<file path="src/rtl/vga_sync_decoder.sv">
// Recovers pixel/line position from an external VGA sync pair sampled on a pixel strobe.
// Measures line and frame lengths and locks after two identical frames; all outputs are registered.
module vga_sync_decoder #(
   parameter int H_BP     = 48,
   parameter int H_ACTIVE = 640,
   parameter int V_BP     = 33,
   parameter int V_ACTIVE = 480,
   parameter int CNT_MAX  = 4095
) (
   input  logic        clk,
   input  logic        rst,
   input  logic        pix_clk,
   input  logic        h_sync_in,
   input  logic        v_sync_in,
   output logic [9:0]  pix_x,
   output logic [9:0]  pix_y,
   output logic        draw_active,
   output logic        locked,
   output logic [11:0] line_len,
   output logic [11:0] frame_lines,
   output logic        frame_start,
   output logic        sync_err
);

   localparam logic [1:0] ST_SEARCH  = 2'd0;
   localparam logic [1:0] ST_MEASURE = 2'd1;
   localparam logic [1:0] ST_LOCKED  = 2'd2;

   localparam logic [11:0] C_MAX = 12'(CNT_MAX);
   localparam logic [11:0] X_LO  = 12'(H_BP);
   localparam logic [11:0] X_HI  = 12'(H_BP + H_ACTIVE);
   localparam logic [11:0] Y_LO  = 12'(V_BP);
   localparam logic [11:0] Y_HI  = 12'(V_BP + V_ACTIVE);

   logic [1:0]  state_q, state_d;
   logic        hs_q, hs_d, vs_q, vs_d;
   logic        seen_v_q, seen_v_d, y_pend_q, y_pend_d;
   logic [11:0] h_cnt_q, h_cnt_d, x_cnt_q, x_cnt_d;
   logic [11:0] l_cnt_q, l_cnt_d, y_cnt_q, y_cnt_d;
   logic [11:0] ref_len_q, ref_len_d, ref_lines_q, ref_lines_d;
   logic [11:0] line_len_q, line_len_d, frame_lines_q, frame_lines_d;
   logic [9:0]  pix_x_q, pix_x_d, pix_y_q, pix_y_d;
   logic        draw_q, draw_d, locked_q, locked_d;
   logic        frame_start_q, frame_start_d, sync_err_q, sync_err_d;

   logic        h_fall, h_rise, v_fall, v_rise, sat, err, x_act, y_act;
   logic [1:0]  st;
   logic [11:0] l_next;

   always_comb begin
      hs_d          = hs_q;
      vs_d          = vs_q;
      seen_v_d      = seen_v_q;
      y_pend_d      = y_pend_q;
      h_cnt_d       = h_cnt_q;
      x_cnt_d       = x_cnt_q;
      l_cnt_d       = l_cnt_q;
      y_cnt_d       = y_cnt_q;
      ref_len_d     = ref_len_q;
      ref_lines_d   = ref_lines_q;
      line_len_d    = line_len_q;
      frame_lines_d = frame_lines_q;
      pix_x_d       = pix_x_q;
      pix_y_d       = pix_y_q;
      draw_d        = draw_q;
      locked_d      = locked_q;
      frame_start_d = 1'b0;
      sync_err_d    = 1'b0;
      h_fall        = pix_clk & hs_q & ~h_sync_in;
      h_rise        = pix_clk & ~hs_q & h_sync_in;
      v_fall        = pix_clk & vs_q & ~v_sync_in;
      v_rise        = pix_clk & ~vs_q & v_sync_in;
      sat           = 1'b0;
      err           = 1'b0;
      st            = state_q;
      l_next        = l_cnt_q;
      x_act         = 1'b0;
      y_act         = 1'b0;
      state_d       = state_q;

      if (pix_clk) begin
         hs_d = h_sync_in;
         vs_d = v_sync_in;

         // A line that ran into saturation reports CNT_MAX rather than wrapping.
         if (h_fall) begin
            line_len_d = (h_cnt_q == C_MAX) ? C_MAX : h_cnt_q + 12'd1;
            h_cnt_d    = '0;
         end else if (h_cnt_q != C_MAX) begin
            h_cnt_d = h_cnt_q + 12'd1;
            if (h_cnt_q == C_MAX - 12'd1) sat = 1'b1;
         end

         if (h_rise)                x_cnt_d = '0;
         else if (x_cnt_q != C_MAX) x_cnt_d = x_cnt_q + 12'd1;

         if (h_fall && l_cnt_q != C_MAX) begin
            l_next = l_cnt_q + 12'd1;
            if (!v_fall && l_cnt_q == C_MAX - 12'd1) sat = 1'b1;
         end
         if (v_fall) begin
            if (seen_v_q) frame_lines_d = l_next;
            seen_v_d = 1'b1;
            l_cnt_d  = '0;
         end else begin
            l_cnt_d = l_next;
         end

         if (v_rise) y_pend_d = 1'b1;
         if (h_fall) begin
            y_pend_d = 1'b0;
            if (y_pend_q | v_rise)     y_cnt_d = '0;
            else if (y_cnt_q != C_MAX) y_cnt_d = y_cnt_q + 12'd1;
         end

         // Line edge is resolved before the frame edge so a coincident h fall closes the frame.
         if (h_fall) begin
            case (st)
               ST_MEASURE: if (line_len_d != ref_len_q) ref_len_d = line_len_d;
               ST_LOCKED:  if (line_len_d != ref_len_q) begin st = ST_SEARCH; err = 1'b1; end
               default: ;
            endcase
         end
         if (v_fall) begin
            case (st)
               ST_SEARCH: begin
                  st          = ST_MEASURE;
                  ref_len_d   = line_len_d;
                  ref_lines_d = '0;
               end
               ST_MEASURE: begin
                  if (frame_lines_d == ref_lines_q && frame_lines_d != '0) st = ST_LOCKED;
                  else ref_lines_d = frame_lines_d;
               end
               ST_LOCKED: if (frame_lines_d != ref_lines_q) begin st = ST_SEARCH; err = 1'b1; end
               default: ;
            endcase
         end
         if (sat) begin
            st  = ST_SEARCH;
            err = 1'b1;
         end

         state_d       = st;
         sync_err_d    = err;
         frame_start_d = v_fall;
         x_act         = (x_cnt_d >= X_LO) && (x_cnt_d < X_HI);
         y_act         = (y_cnt_d >= Y_LO) && (y_cnt_d < Y_HI);
         locked_d      = (st == ST_LOCKED);
         draw_d        = locked_d & x_act & y_act;
         pix_x_d       = draw_d ? 10'(x_cnt_d - X_LO) : '0;
         pix_y_d       = draw_d ? 10'(y_cnt_d - Y_LO) : '0;
      end
   end

   always_ff @(posedge clk or posedge rst) begin
      if (rst) begin
         state_q       <= ST_SEARCH;
         hs_q          <= 1'b1;
         vs_q          <= 1'b1;
         seen_v_q      <= 1'b0;
         y_pend_q      <= 1'b0;
         h_cnt_q       <= '0;
         x_cnt_q       <= '0;
         l_cnt_q       <= '0;
         y_cnt_q       <= '0;
         ref_len_q     <= '0;
         ref_lines_q   <= '0;
         line_len_q    <= '0;
         frame_lines_q <= '0;
         pix_x_q       <= '0;
         pix_y_q       <= '0;
         draw_q        <= 1'b0;
         locked_q      <= 1'b0;
         frame_start_q <= 1'b0;
         sync_err_q    <= 1'b0;
      end else begin
         state_q       <= state_d;
         hs_q          <= hs_d;
         vs_q          <= vs_d;
         seen_v_q      <= seen_v_d;
         y_pend_q      <= y_pend_d;
         h_cnt_q       <= h_cnt_d;
         x_cnt_q       <= x_cnt_d;
         l_cnt_q       <= l_cnt_d;
         y_cnt_q       <= y_cnt_d;
         ref_len_q     <= ref_len_d;
         ref_lines_q   <= ref_lines_d;
         line_len_q    <= line_len_d;
         frame_lines_q <= frame_lines_d;
         pix_x_q       <= pix_x_d;
         pix_y_q       <= pix_y_d;
         draw_q        <= draw_d;
         locked_q      <= locked_d;
         frame_start_q <= frame_start_d;
         sync_err_q    <= sync_err_d;
      end
   end

   assign pix_x       = pix_x_q;
   assign pix_y       = pix_y_q;
   assign draw_active = draw_q;
   assign locked      = locked_q;
   assign line_len    = line_len_q;
   assign frame_lines = frame_lines_q;
   assign frame_start = frame_start_q;
   assign sync_err    = sync_err_q;

endmodule
</file>
<file path="config.mk">
export PLATFORM = sky130hd
export DESIGN_NAME = vga_sync_decoder
export DESIGN_NICKNAME = d
export VERILOG_FILES = /design/src/rtl/vga_sync_decoder.sv
export SDC_FILE = /design/constraint.sdc
export NUM_CORES = 1
export LEC_CHECK = 0
export ABC_AREA = 1
export BUFFER_PORTS_ARGS = -buffer_cell sky130_fd_sc_hd__buf_2
export CAP_MARGIN = 20
export CELL_PAD_IN_SITES_DETAIL_PLACEMENT = 1
export CELL_PAD_IN_SITES_GLOBAL_PLACEMENT = 1
export CORE_ASPECT_RATIO = 1.4
export CORE_UTILIZATION = 48
export DETAILED_ROUTE_END_ITERATION = 7
export PLACE_DENSITY_LB_ADDON = 0.08
export SYNTH_ARGS = -nofsm -noshare
export SYNTH_HDL_FRONTEND = slang
export SYNTH_SLANG_ARGS = --single-unit
</file>
<file path="constraint.sdc">
create_clock -name clk -period 11 [get_ports clk]
set_input_delay 1.1 -clock clk [delete_from_list [all_inputs] [get_ports clk]]
set_output_delay 1.1 -clock clk [all_outputs]
set_load 0.02 [all_outputs]
</file>
==> results.sh <==
export IMPL_avgSynthCellArea_sq_um=7.17
export IMPL_dp_hpwl_mm=14.0
export IMPL_htree_levels=4
export IMPL_drt_initial_drc_count=260
export IMPL_fin_skew_ns=0.00990
export IMPL_antenna_found_initial=0
export IMPL_end_kind="flop"
export IMPL_path_clk_slew_ns=0.06
export IMPL_cp_start_kind="input pin"
export IMPL_fmax_ghz=0.232
export IMPL_min_from="pix_x[6]"
export IMPL_gp_congestion=0.811
export IMPL_ctsResizeCount=0
export IMPL_switchingPower_mw=0.558
export IMPL_grt_pass1_vias=7154
export IMPL_io_buffers=52
export IMPL_hold_buffers=0
export IMPL_ys_ff_latch=126
export IMPL_cts_setup_buffers=0
export IMPL_start_util_pct=49.4
export IMPL_reg2regPathDepth=22
export IMPL_seq_power_share_pct=38.2
export IMPL_criticalPathCategory="input pin to flop"
export IMPL_fp_dieH_um=147
export IMPL_synth_edff_count=0
export IMPL_vias=6641
export IMPL_cts_root_buf="clkbuf_16"
export IMPL_fin_nets=1067
export IMPL_cts_tree="yes"
export IMPL_maxCapViolCount=0
export IMPL_period_minus_slack_ns=4.32
export IMPL_finalHoldViolCount=0
export IMPL_pre_cts_ws_ns=6.22
export IMPL_ant_nets=0
export IMPL_rows=52
export IMPL_final_setup_viol_count=0
export IMPL_combPwrFrac_pct=25.6
export IMPL_worst_slew_pin_slew_ns=0.875
export IMPL_drt_first_pass_iters=4
export IMPL_regToRegSetupSlack_ns=7.12
export IMPL_finalSetupTns_ns=0
export IMPL_p_leak_nw=4.25
export IMPL_ios=53
export IMPL_cts_inserted_buffers=17
export IMPL_post_drt_wl_per_cell_um=15.5
export IMPL_timing_final_ws_setup_ns=6.68
export IMPL_grt_max_degree=69
export IMPL_sw_frac_of_total_pct=34.1
export IMPL_grt_use_met3_pct=4.73
export IMPL_worstHoldEndpoint="pix_x[6]"
export IMPL_hold_depth=2
export IMPL_rsz0062_at_grt="no"
export IMPL_synth_distinct_cells=39
export IMPL_powerDensity_nw_per_um2=200
export IMPL_worst_ep_arrival_time_ns=4.68
export IMPL_slew_viol_final=0
export IMPL_yosysWarningCount=0
export IMPL_reg2reg_from="x_cnt_q[0]"
export IMPL_syn_nets=1013
export IMPL_grt_overflow=0
export IMPL_grtUsageMet2_pct=49.9
export IMPL_ctsLongestPathBuffers=2
export IMPL_slew_headroom_pct=41.7
export IMPL_postSynthCellCount=999
export IMPL_min_path_type="flop to flop"
export IMPL_vias_per_cell=5.29
export IMPL_cp_required_ns=11.36
export IMPL_ir_drop_v=0.0000845
export IMPL_p_int_mw=1.08
export IMPL_clkLatencyLatePin_ns=0.42
export IMPL_synth_flop_cell="dfrtp_1"
export IMPL_core_area_sq_um=14500
export IMPL_die_area_sq_um=15400
export IMPL_n_antenna_cell=0
export IMPL_clock_power_share_pct=36.3
export IMPL_synth_seq_area_share_pct=44.1
export IMPL_synth_async_sr_flop_share_pct=100
export IMPL_min_period_over_period_pct=39.2
export IMPL_busiest_layer="met2"
export IMPL_syn_cell_area_sq_um=7160
export IMPL_r2r_end="pix_y[0]"
export IMPL_areaGrowthSynthToFinish_pct=14.4
export IMPL_status="finished clean"
export IMPL_grt_usage_pct=27.4
export IMPL_drive_above_1_share_pct=12.9
export IMPL_die_w_um=105
export IMPL_grtUsageMet1_pct=31.4
export IMPL_worstPathMaxFanout=48
export IMPL_drc=0
export IMPL_routed_wl_mm=19.5
export IMPL_clock_sinks=126
export IMPL_grt_first_pass_wirelength_mm=33.6
==> placed cells by master (no fill, tap or decap), types with 9 or more instances in the layout <==
cell type	synthesis	routed
nand3_2	9	9
or2_2	15	15
clkbuf_16	0	17
nand4_1	10	10
nand3_1	91	91
buf_2	3	52
xor2_1	11	11
a21oi_1	9	9
inv_1	121	120
o21ai_0	54	54
dfrtp_1	124	124
nand2_1	362	362
o22ai_1	10	10
nor2_1	86	86
ha_1	9	9
nand2_2	11	11
==> Yosys cell counts (3+ instances only) <==
cell        n  area share, %
buf_6       5           0.79
nor2_2      5           0.44
dfrtp_1   124             43
o31ai_1     3           0.31
nand2_1   362             19
nand3_2     9            1.3
clkinv_1    3           0.16
o21ai_1     5           0.35
a21oi_1     9           0.63
xor2_1     11            1.3
buf_2       3           0.21
nand3_1    91            6.4
a31oi_1     3           0.26
o22ai_1    10           0.87
nand4_1    10           0.87
o211ai_1    5           0.52
clkbuf_1   11           0.58
or2_2      15            1.3
nor2_1     86            4.5
inv_2       3           0.16
nand2_2    11           0.96
o21ai_0    54            3.8
ha_1        9            1.6
xnor2_1     7           0.86
nor3_1      6           0.42
inv_1     121            6.3
==> through the flow <==
step	power (mW)	area [sq um]	util, %	hold slack [ns]	std cells
floorplan	0.927	7160	-	0.456	999
global placement	1.03	7560	52.1	0.459	1223
global route	1.74	8190	56.5	0.505	1255
finish	1.64	8190	56.5	0.476	1255
detailed placement	1.05	7560	52.1	0.464	1223
CTS	1.65	8190	56.5	0.480	1255
==> per-layer routing <==
layer  vias up  part of all wire, %
met5         -                    0
met4         0                  2.6
met3        39                  2.2
met2        92                   53
met1      3251                   42
li1       3259                    -
==> cell type report <==
class / count / area (sq um)
clock inverters: 9 / 131
clock buffers: 23 / 498
inverters: 127 / 479
multi-input cells: 725 / 3400
fillers: 1904 / 6320
repair buffers: 56 / 290
flip-flops and latches: 126 / 3160
well taps: 189 / 236
==> flip-flops by register name, summed over array words and instances (netlist names), 2 cells and up <==
name,count
ref_lines_q,12
state_q,2
pix_y,10
y_cnt_q,12
frame_lines,12
line_len,12
pix_x,10
h_cnt_q,12
x_cnt_q,12
ref_len_q,12
l_cnt_q,12
==> power by group through the flow <==
stage	registers (mW)	logic (mW)	clock network [mW]
2_1_floorplan	0.642	0.285	0
4_1_cts	0.625	0.425	0.602
3_5_place_dp	0.631	0.420	0
6_report	0.625	0.419	0.595
3_3_place_gp	0.627	0.403	0
5_1_grt	0.638	0.482	0.622
==> worst max path at each step <==
stage                  from           to  cells after the start
floorplan               rst  draw_active                      1
detailed placement  pix_clk     pix_y[8]                     19
global placement    pix_clk     pix_x[4]                     19
CTS                 pix_clk     pix_y[3]                     19
global route        pix_clk     pix_x[7]                     19
finish              pix_clk     pix_y[0]                     19
==> worst max-delay path, stage by stage <==
cell and delay [ns]:
buf_2 0.17, inv_2 0.34, nor3_4 0.25, buf_4 0.39, inv_1 0.31, nor2_2 0.17, inv_1 0.11, o211ai_1 0.20
ha_1 0.25, o21ai_0 0.12, nor2_1 0.11, nand2_1 0.10, o21ai_1 0.15, nand2_1 0.07, nor2_1 0.11, nand2_1 0.12
nor2_4 0.38, nand2_1 0.11, nand2_1 0.07
==> cell families (layout without fill, tap and decap cells) <==
| group | Yosys count | count (layout) | share of synthesized area (%) |
|---|---|---|---|
| AND/OR/NAND/NOR | 603 | 603 | 36.3 |
| buffers and inverters | 148 | 215 | 8.44 |
| flip-flops | 126 | 126 | 44.1 |
| AO/OA/AOI/OAI | 95 | 95 | 7.37 |
| XOR/XNOR | 18 | 18 | 2.20 |
| adder cells (fa/ha/maj) | 9 | 9 | 1.57 |
Note: power is estimated with default switching activity, not from simulation.
